$ cat src/rtl/irq_controller.sv
// Interrupt aggregator for the 6502 core: synchronises up to 8 IRQ sources and one NMI,
// tracks per-source edge/level pending state, masks it onto irqb and stretches NMI events on nmib.
module irq_controller #(
  parameter int NUM_SRC     = 8,
  parameter int NMI_PULSE   = 3,
  parameter int SYNC_STAGES = 2
) (
  input  logic               clk,
  input  logic               reset,
  input  logic               chip_en,
  input  logic               wrt_en,
  input  logic [1:0]         register_select,
  input  logic [7:0]         data_in,
  output logic [7:0]         data_out,
  input  logic [NUM_SRC-1:0] irq_src,
  input  logic               nmi_src,
  output logic               irqb,
  output logic               nmib
);

  localparam int SW    = NUM_SRC + 1;
  localparam int CNT_W = (NMI_PULSE < 2) ? 1 : $clog2(NMI_PULSE + 1);
  localparam logic [CNT_W-1:0] PULSE_LOAD = CNT_W'(NMI_PULSE);
  localparam logic [CNT_W-1:0] CNT_ONE    = CNT_W'(1'b1);
  localparam logic [CNT_W-1:0] CNT_ZERO   = CNT_W'(1'b0);

  typedef enum logic {
    IDLE  = 1'b0,
    PULSE = 1'b1
  } nmi_state_t;

  // NMI rides in the top bit of the synchroniser bus alongside the IRQ sources
  logic [SW-1:0]      sync_r [SYNC_STAGES];
  logic [SW-1:0]      sync_d_r;
  logic [SW-1:0]      sync_s;
  logic [SW-1:0]      rise_s;
  logic [NUM_SRC-1:0] pending_r;
  logic [NUM_SRC-1:0] enable_r;
  logic [NUM_SRC-1:0] mode_r;
  logic [NUM_SRC-1:0] pending_next_s;
  logic [NUM_SRC-1:0] active_s;
  logic               wr_s;
  logic               clr_wr_s;
  logic               en_wr_s;
  logic               mode_wr_s;
  logic               sw_nmi_s;
  logic               nmi_trig_s;
  logic [2:0]         vec_idx_s;
  logic               irqb_r;
  nmi_state_t         state_r;
  nmi_state_t         state_next_s;
  logic [CNT_W-1:0]   cnt_r;
  logic [CNT_W-1:0]   cnt_next_s;
  logic               nmib_r;
  logic               nmib_next_s;

  function automatic logic [7:0] pad8(input logic [NUM_SRC-1:0] v);
    pad8 = 8'h00;
    pad8[NUM_SRC-1:0] = v;
  endfunction

  assign sync_s     = sync_r[SYNC_STAGES-1];
  assign rise_s     = sync_s & ~sync_d_r;
  assign active_s   = pending_r & enable_r;
  assign wr_s       = chip_en & wrt_en;
  assign nmi_trig_s = rise_s[NUM_SRC] | sw_nmi_s;
  assign irqb       = irqb_r;
  assign nmib       = nmib_r;

  // Input synchroniser chain plus one-cycle delayed copy for edge detection
  always_ff @(posedge clk or negedge reset) begin
    if (!reset) begin
      for (int j = 0; j < SYNC_STAGES; j++) sync_r[j] <= {SW{1'b0}};
      sync_d_r <= {SW{1'b0}};
    end else begin
      sync_r[0] <= {nmi_src, irq_src};
      for (int j = 1; j < SYNC_STAGES; j++) sync_r[j] <= sync_r[j-1];
      sync_d_r <= sync_s;
    end
  end

  // Register write decode
  always_comb begin
    clr_wr_s  = 1'b0;
    en_wr_s   = 1'b0;
    mode_wr_s = 1'b0;
    sw_nmi_s  = 1'b0;
    if (wr_s) begin
      case (register_select)
        2'd0:    clr_wr_s  = 1'b1;
        2'd1:    en_wr_s   = 1'b1;
        2'd2:    mode_wr_s = 1'b1;
        2'd3:    sw_nmi_s  = data_in[0];
        default: clr_wr_s  = 1'b0;
      endcase
    end else begin
      clr_wr_s = 1'b0;
    end
  end

  // Per-source pending update; in edge mode a new edge beats a simultaneous write-clear
  always_comb begin
    pending_next_s = pending_r;
    for (int i = 0; i < NUM_SRC; i++) begin
      if (!mode_r[i]) begin
        pending_next_s[i] = sync_s[i];
      end else if (rise_s[i]) begin
        pending_next_s[i] = 1'b1;
      end else if (clr_wr_s && data_in[i]) begin
        pending_next_s[i] = 1'b0;
      end else begin
        pending_next_s[i] = pending_r[i];
      end
    end
  end

  // Pending, enable, mode and the registered IRQ line
  always_ff @(posedge clk or negedge reset) begin
    if (!reset) begin
      pending_r <= {NUM_SRC{1'b0}};
      enable_r  <= {NUM_SRC{1'b0}};
      mode_r    <= {NUM_SRC{1'b0}};
      irqb_r    <= 1'b1;
    end else begin
      pending_r <= pending_next_s;
      if (en_wr_s) enable_r <= data_in[NUM_SRC-1:0];
      if (mode_wr_s) mode_r <= data_in[NUM_SRC-1:0];
      irqb_r <= ~|active_s;
    end
  end

  // Lowest active index: scanning downward lets the last hit win
  always_comb begin
    vec_idx_s = 3'd0;
    for (int i = NUM_SRC - 1; i >= 0; i--) begin
      if (active_s[i]) begin
        vec_idx_s = 3'(i);
      end else begin
        vec_idx_s = vec_idx_s;
      end
    end
  end

  // Side-effect-free read mux
  always_comb begin
    data_out = 8'h00;
    if (chip_en && !wrt_en) begin
      case (register_select)
        2'd0:    data_out = pad8(pending_r);
        2'd1:    data_out = pad8(enable_r);
        2'd2:    data_out = pad8(mode_r);
        2'd3:    data_out = {|active_s, 4'b0000, vec_idx_s};
        default: data_out = 8'h00;
      endcase
    end else begin
      data_out = 8'h00;
    end
  end

  // NMI pulse state, counter and output register
  always_ff @(posedge clk or negedge reset) begin
    if (!reset) begin
      state_r <= IDLE;
      cnt_r   <= CNT_ZERO;
      nmib_r  <= 1'b1;
    end else begin
      state_r <= state_next_s;
      cnt_r   <= cnt_next_s;
      nmib_r  <= nmib_next_s;
    end
  end

  // NMI next state: triggers seen while pulsing are dropped
  always_comb begin
    state_next_s = state_r;
    cnt_next_s   = cnt_r;
    nmib_next_s  = nmib_r;
    case (state_r)
      IDLE: begin
        if (nmi_trig_s) begin
          state_next_s = PULSE;
          cnt_next_s   = PULSE_LOAD;
          nmib_next_s  = 1'b0;
        end else begin
          nmib_next_s  = 1'b1;
        end
      end
      PULSE: begin
        if (cnt_r == CNT_ONE) begin
          state_next_s = IDLE;
          cnt_next_s   = CNT_ZERO;
          nmib_next_s  = 1'b1;
        end else begin
          cnt_next_s   = cnt_r - CNT_ONE;
          nmib_next_s  = 1'b0;
        end
      end
      default: begin
        state_next_s = IDLE;
        cnt_next_s   = CNT_ZERO;
        nmib_next_s  = 1'b1;
      end
    endcase
  end

endmodule

$ cat config.mk
export PLATFORM = sky130hd
export DESIGN_NAME = irq_controller
export DESIGN_NICKNAME = d
export VERILOG_FILES = /design/src/rtl/irq_controller.sv
export SDC_FILE = /design/constraint.sdc
export NUM_CORES = 1
export LEC_CHECK = 0
export CORE_ASPECT_RATIO = 0.5
export CORE_MARGIN = 5
export CORE_UTILIZATION = 50
export CTS_CLUSTER_DIAMETER = 30
export CTS_CLUSTER_SIZE = 16
export DETAILED_ROUTE_END_ITERATION = 16
export PLACE_DENSITY = 0.7
export SLEW_MARGIN = 0
export SYNTH_ARGS = -nofsm -noshare
export SYNTH_HDL_FRONTEND = slang
export SYNTH_SLANG_ARGS = --single-unit
$ cat constraint.sdc
create_clock -name clk -period 1.8 [get_ports clk]
set_input_delay 0.27 -clock clk [delete_from_list [all_inputs] [get_ports clk]]
set_output_delay 0.27 -clock clk [all_outputs]
set_load 0.02 [all_outputs]
==> results by group <==
Layout
  – ANT cells: 0
  – Commonest cells after routing, fill and taps aside: dfrtp_1 (53), buf_4 (42), nand2_1 (21), clkdlybuf4s50_1 (21), nor2_1 (11)
  – Commonest non-fill, non-tap cell in the layout: dfrtp_1
  – Share of cells above drive strength 1: 36.7%
  – Nets@finish: 274
  – Final Util: a little under three quarters
  – Layout area overhead: 38.1%
  – FILL cells: ~300
  – Fin area: approximately 3100 sq um

Synth
  – Register bit total from synthesis: 56
  – Gate Count Post-Synth: about 180
  – Mapped cell area: 2240 sq um
  – Post-synth EDFFs: 0
  – Netlist cell types: 36
  – Net Count, Synth: just under 200
  – Syn_area_per_cell: approximately 13 sq um
  – Warnings from Yosys: 0
  – Post-synth top flop: dfrtp_1
  – Post-synth ARST share: 100%
  – Sequential area share after synthesis: between 60% and 70%

Timing
  – Final worst path period need: 2020 ps
  – Worst Skew: a little under 5 ps
  – Final slew viol count: 0
  – Tcrit/Tclk final: 112%
  – Hold Fails Final Rpt: 0
  – FMAX: just under 500 MHz
  – RSZ-0062 raised after global routing: true
  – Final setup violation count: 5
  – Final Hold Slack: 356 ps
  – Actual slew at the worst max-slew pin: approximately 450 ps
  – Setup ws final: -221 ps
  – Rel. slew slack: about 70%

Critical path
  – CP delay by family, top: compound AO/OA/AOI/OAI gates
  – Crit-path slowest cell: dfrtp_1
  – Cell Chain, Critical Path: and2_1, o211ai_1, a222oi_1, a2111oi_2, buf_4
  – Critical path buffers and inverters: 1
  – Crit path capture type: output pin
  – Worst path required time: roughly 1500 ps
  – WS Path Type: flip-flop to output pin
  – CP Launch Point: pending_r[6]
  – Worst Path Arrival: around 1800 ps
  – CP startpoint kind: flip-flop
  – CP peak stage delay: around 440 ps
  – Worst R2R Start: pending_r[6]
  – Crit Path Max Fanout: 4

Floorplan
  – Die X: between 100 and 150 um
  – Die Footprint: approximately 6000 sq um
  – Boundary Pins: 33
  – Die H: 57.4 um
  – Starting Density: around 51%
  – Core ar.: 4360 sq um
  – Row count: 17

Drt
  – Vias per cell: between 5 and 6
  – Drt total wl: about 5.0 mm
  – Drt drc: 0
  – Routed WL per cell: between 15 and 20 um
  – Drt first pass iters: 4
  – Routed Antenna Nets: 0
  – DRT iter0 DRCs: 78
  – Vias: roughly 1600

Placed design
  – Hpwl dp: about 3.5 mm
  – I/O Buffers: 32
  – Placed Area: 2890 sq um
  – Pre-CTS setup slack: -659 ps
  – Global placer's final weighted congestion: around 0.85

Status
  – Outcome: finished with violations
  – Failing checks: negative setup slack

Job
  – Maxcap violations: 0

CTS
  – Clock sinks: 56
  – Clock Latency Late Sink: 320 ps
  – CTS tree: done
  – CTS buffer count: 5
  – Htree depth: 2
  – Clock Tree Root: clkbuf_8
  – Clock Pin Slew Worst Setup and Hold Paths: 100 ps
  – Maximum buffer depth of the clock tree: 2

Worst hold path
  – Hold_sp: sync_r[16]
  – Worst Hold Class: flip-flop to flip-flop

Power
  – Worst vdd ir: 0.560 mV
  – P_leak: about 1.4 nW
  – Total power: between 3 and 4 mW
  – Power per cell area: 1100 nW/um^2

Global routing
  – Vias in the first global route: about 1700
  – Largest net degree at the start of global routing: 25
  – First-pass GRT wire length: around 8.2 mm
  – Initial antenna violation count: 0
  – Grt total ovfl: 0
  – Tot GR Track Use: about 17%
metal layers:
metal	vias up	track usage (%)	wire (um)
met5	-	0	0
met4	0	3.83	51
met3	6	5.99	267
met2	38	25.0	2200
met1	798	24.8	2440
li1	771	-	-
power breakdown:
part	switching, mW	internal, mW	total (mW)
Combinational	0.395	0.526	0.920
Clock	0.420	0.421	0.841
Sequential	0.165	1.47	1.63
Total	0.980	2.41	3.39
metrics by stage:
| stage | instances | TNS [ps] |
|---|---|---|
| after global placement | 295 | -7370 |
| final | 308 | -656 |
| after global routing | 308 | -1010 |
| after CTS | 307 | -476 |
| after detailed placement | 295 | -7870 |
| after floorplan | 175 | 0 |
Yosys cell counts, types with 2 or more instances:
cell type	count	area [sq um]
a21oi_1	11	55.1
a22o_1	2	17.5
a22oi_1	2	15.0
a32o_1	8	80.1
buf_2	2	10.0
buf_4	2	15.0
dfrtp_1	54	1350
dfstp_2	2	52.6
inv_1	4	15.0
mux2_1	2	22.5
mux2_2	6	67.6
mux2_4	8	120
mux2i_1	7	70.1
nand2_1	21	78.8
nand2b_1	3	18.8
nand3_1	3	15.0
nor2_1	12	45.0
nor2b_1	3	18.8
nor3_1	3	15.0
o21ai_0	3	15.0
or2_2	2	12.5
flip-flops by register name, summed over array words and instances (netlist names):
| register | count |
|---|---|
| enable_r | 8 |
| sync_d_r | 9 |
| irqb | 1 |
| pending_r | 8 |
| sync_r | 9 |
| sync_s | 9 |
| state_r | 1 |
| nmib | 1 |
| mode_r | 8 |
| cnt_r | 2 |
final timing paths:
kind,cells after the start,slack [ps],to
setup / recovery,5,-220,data_out[0]
hold / removal,0,360,sync_s[7]
setup reg to reg,5,450,irqb
hold reg to reg,0,360,sync_s[7]
max in group asynchronous,3,820,pending_r[3]
min in group asynchronous,2,410,sync_r[13]
repair_timing:
action / CTS / global route
buffers inserted: 3 / 1
pin swaps: 7 / 7
hold buffers: 1 / 0
hold endpoints to repair: 17 / 0
setup endpoints to repair: 8 / 8
gates resized for setup: 39 / 16
layout make-up:
| class | instances | area, sq um | share of cell area, % |
|---|---|---|---|
| clock inverter | 2 | 38.8 | 1.25 |
| multi-input combinational | 109 | 871 | 28.1 |
| timing repair buffer | 74 | 624 | 20.2 |
| inverter | 4 | 15.0 | 0.485 |
| tap | 57 | 71.3 | 2.30 |
| clock buffer | 6 | 72.6 | 2.34 |
| sequential | 56 | 1410 | 45.4 |
kinds of logic (layout without fill, tap and decap cells):
family | Yosys count | after routing | synth area share, %
AO/OA/AOI/OAI | 33 | 33 | 10.7
AND/OR/NAND/NOR | 52 | 52 | 11.2
buffers and inverters | 10 | 86 | 2.45
multiplexers | 23 | 23 | 12.5
flip-flops | 56 | 56 | 62.6
adder cells (fa/ha/maj) | 1 | 1 | 0.558
Note: power is estimated with default switching activity, not from simulation.
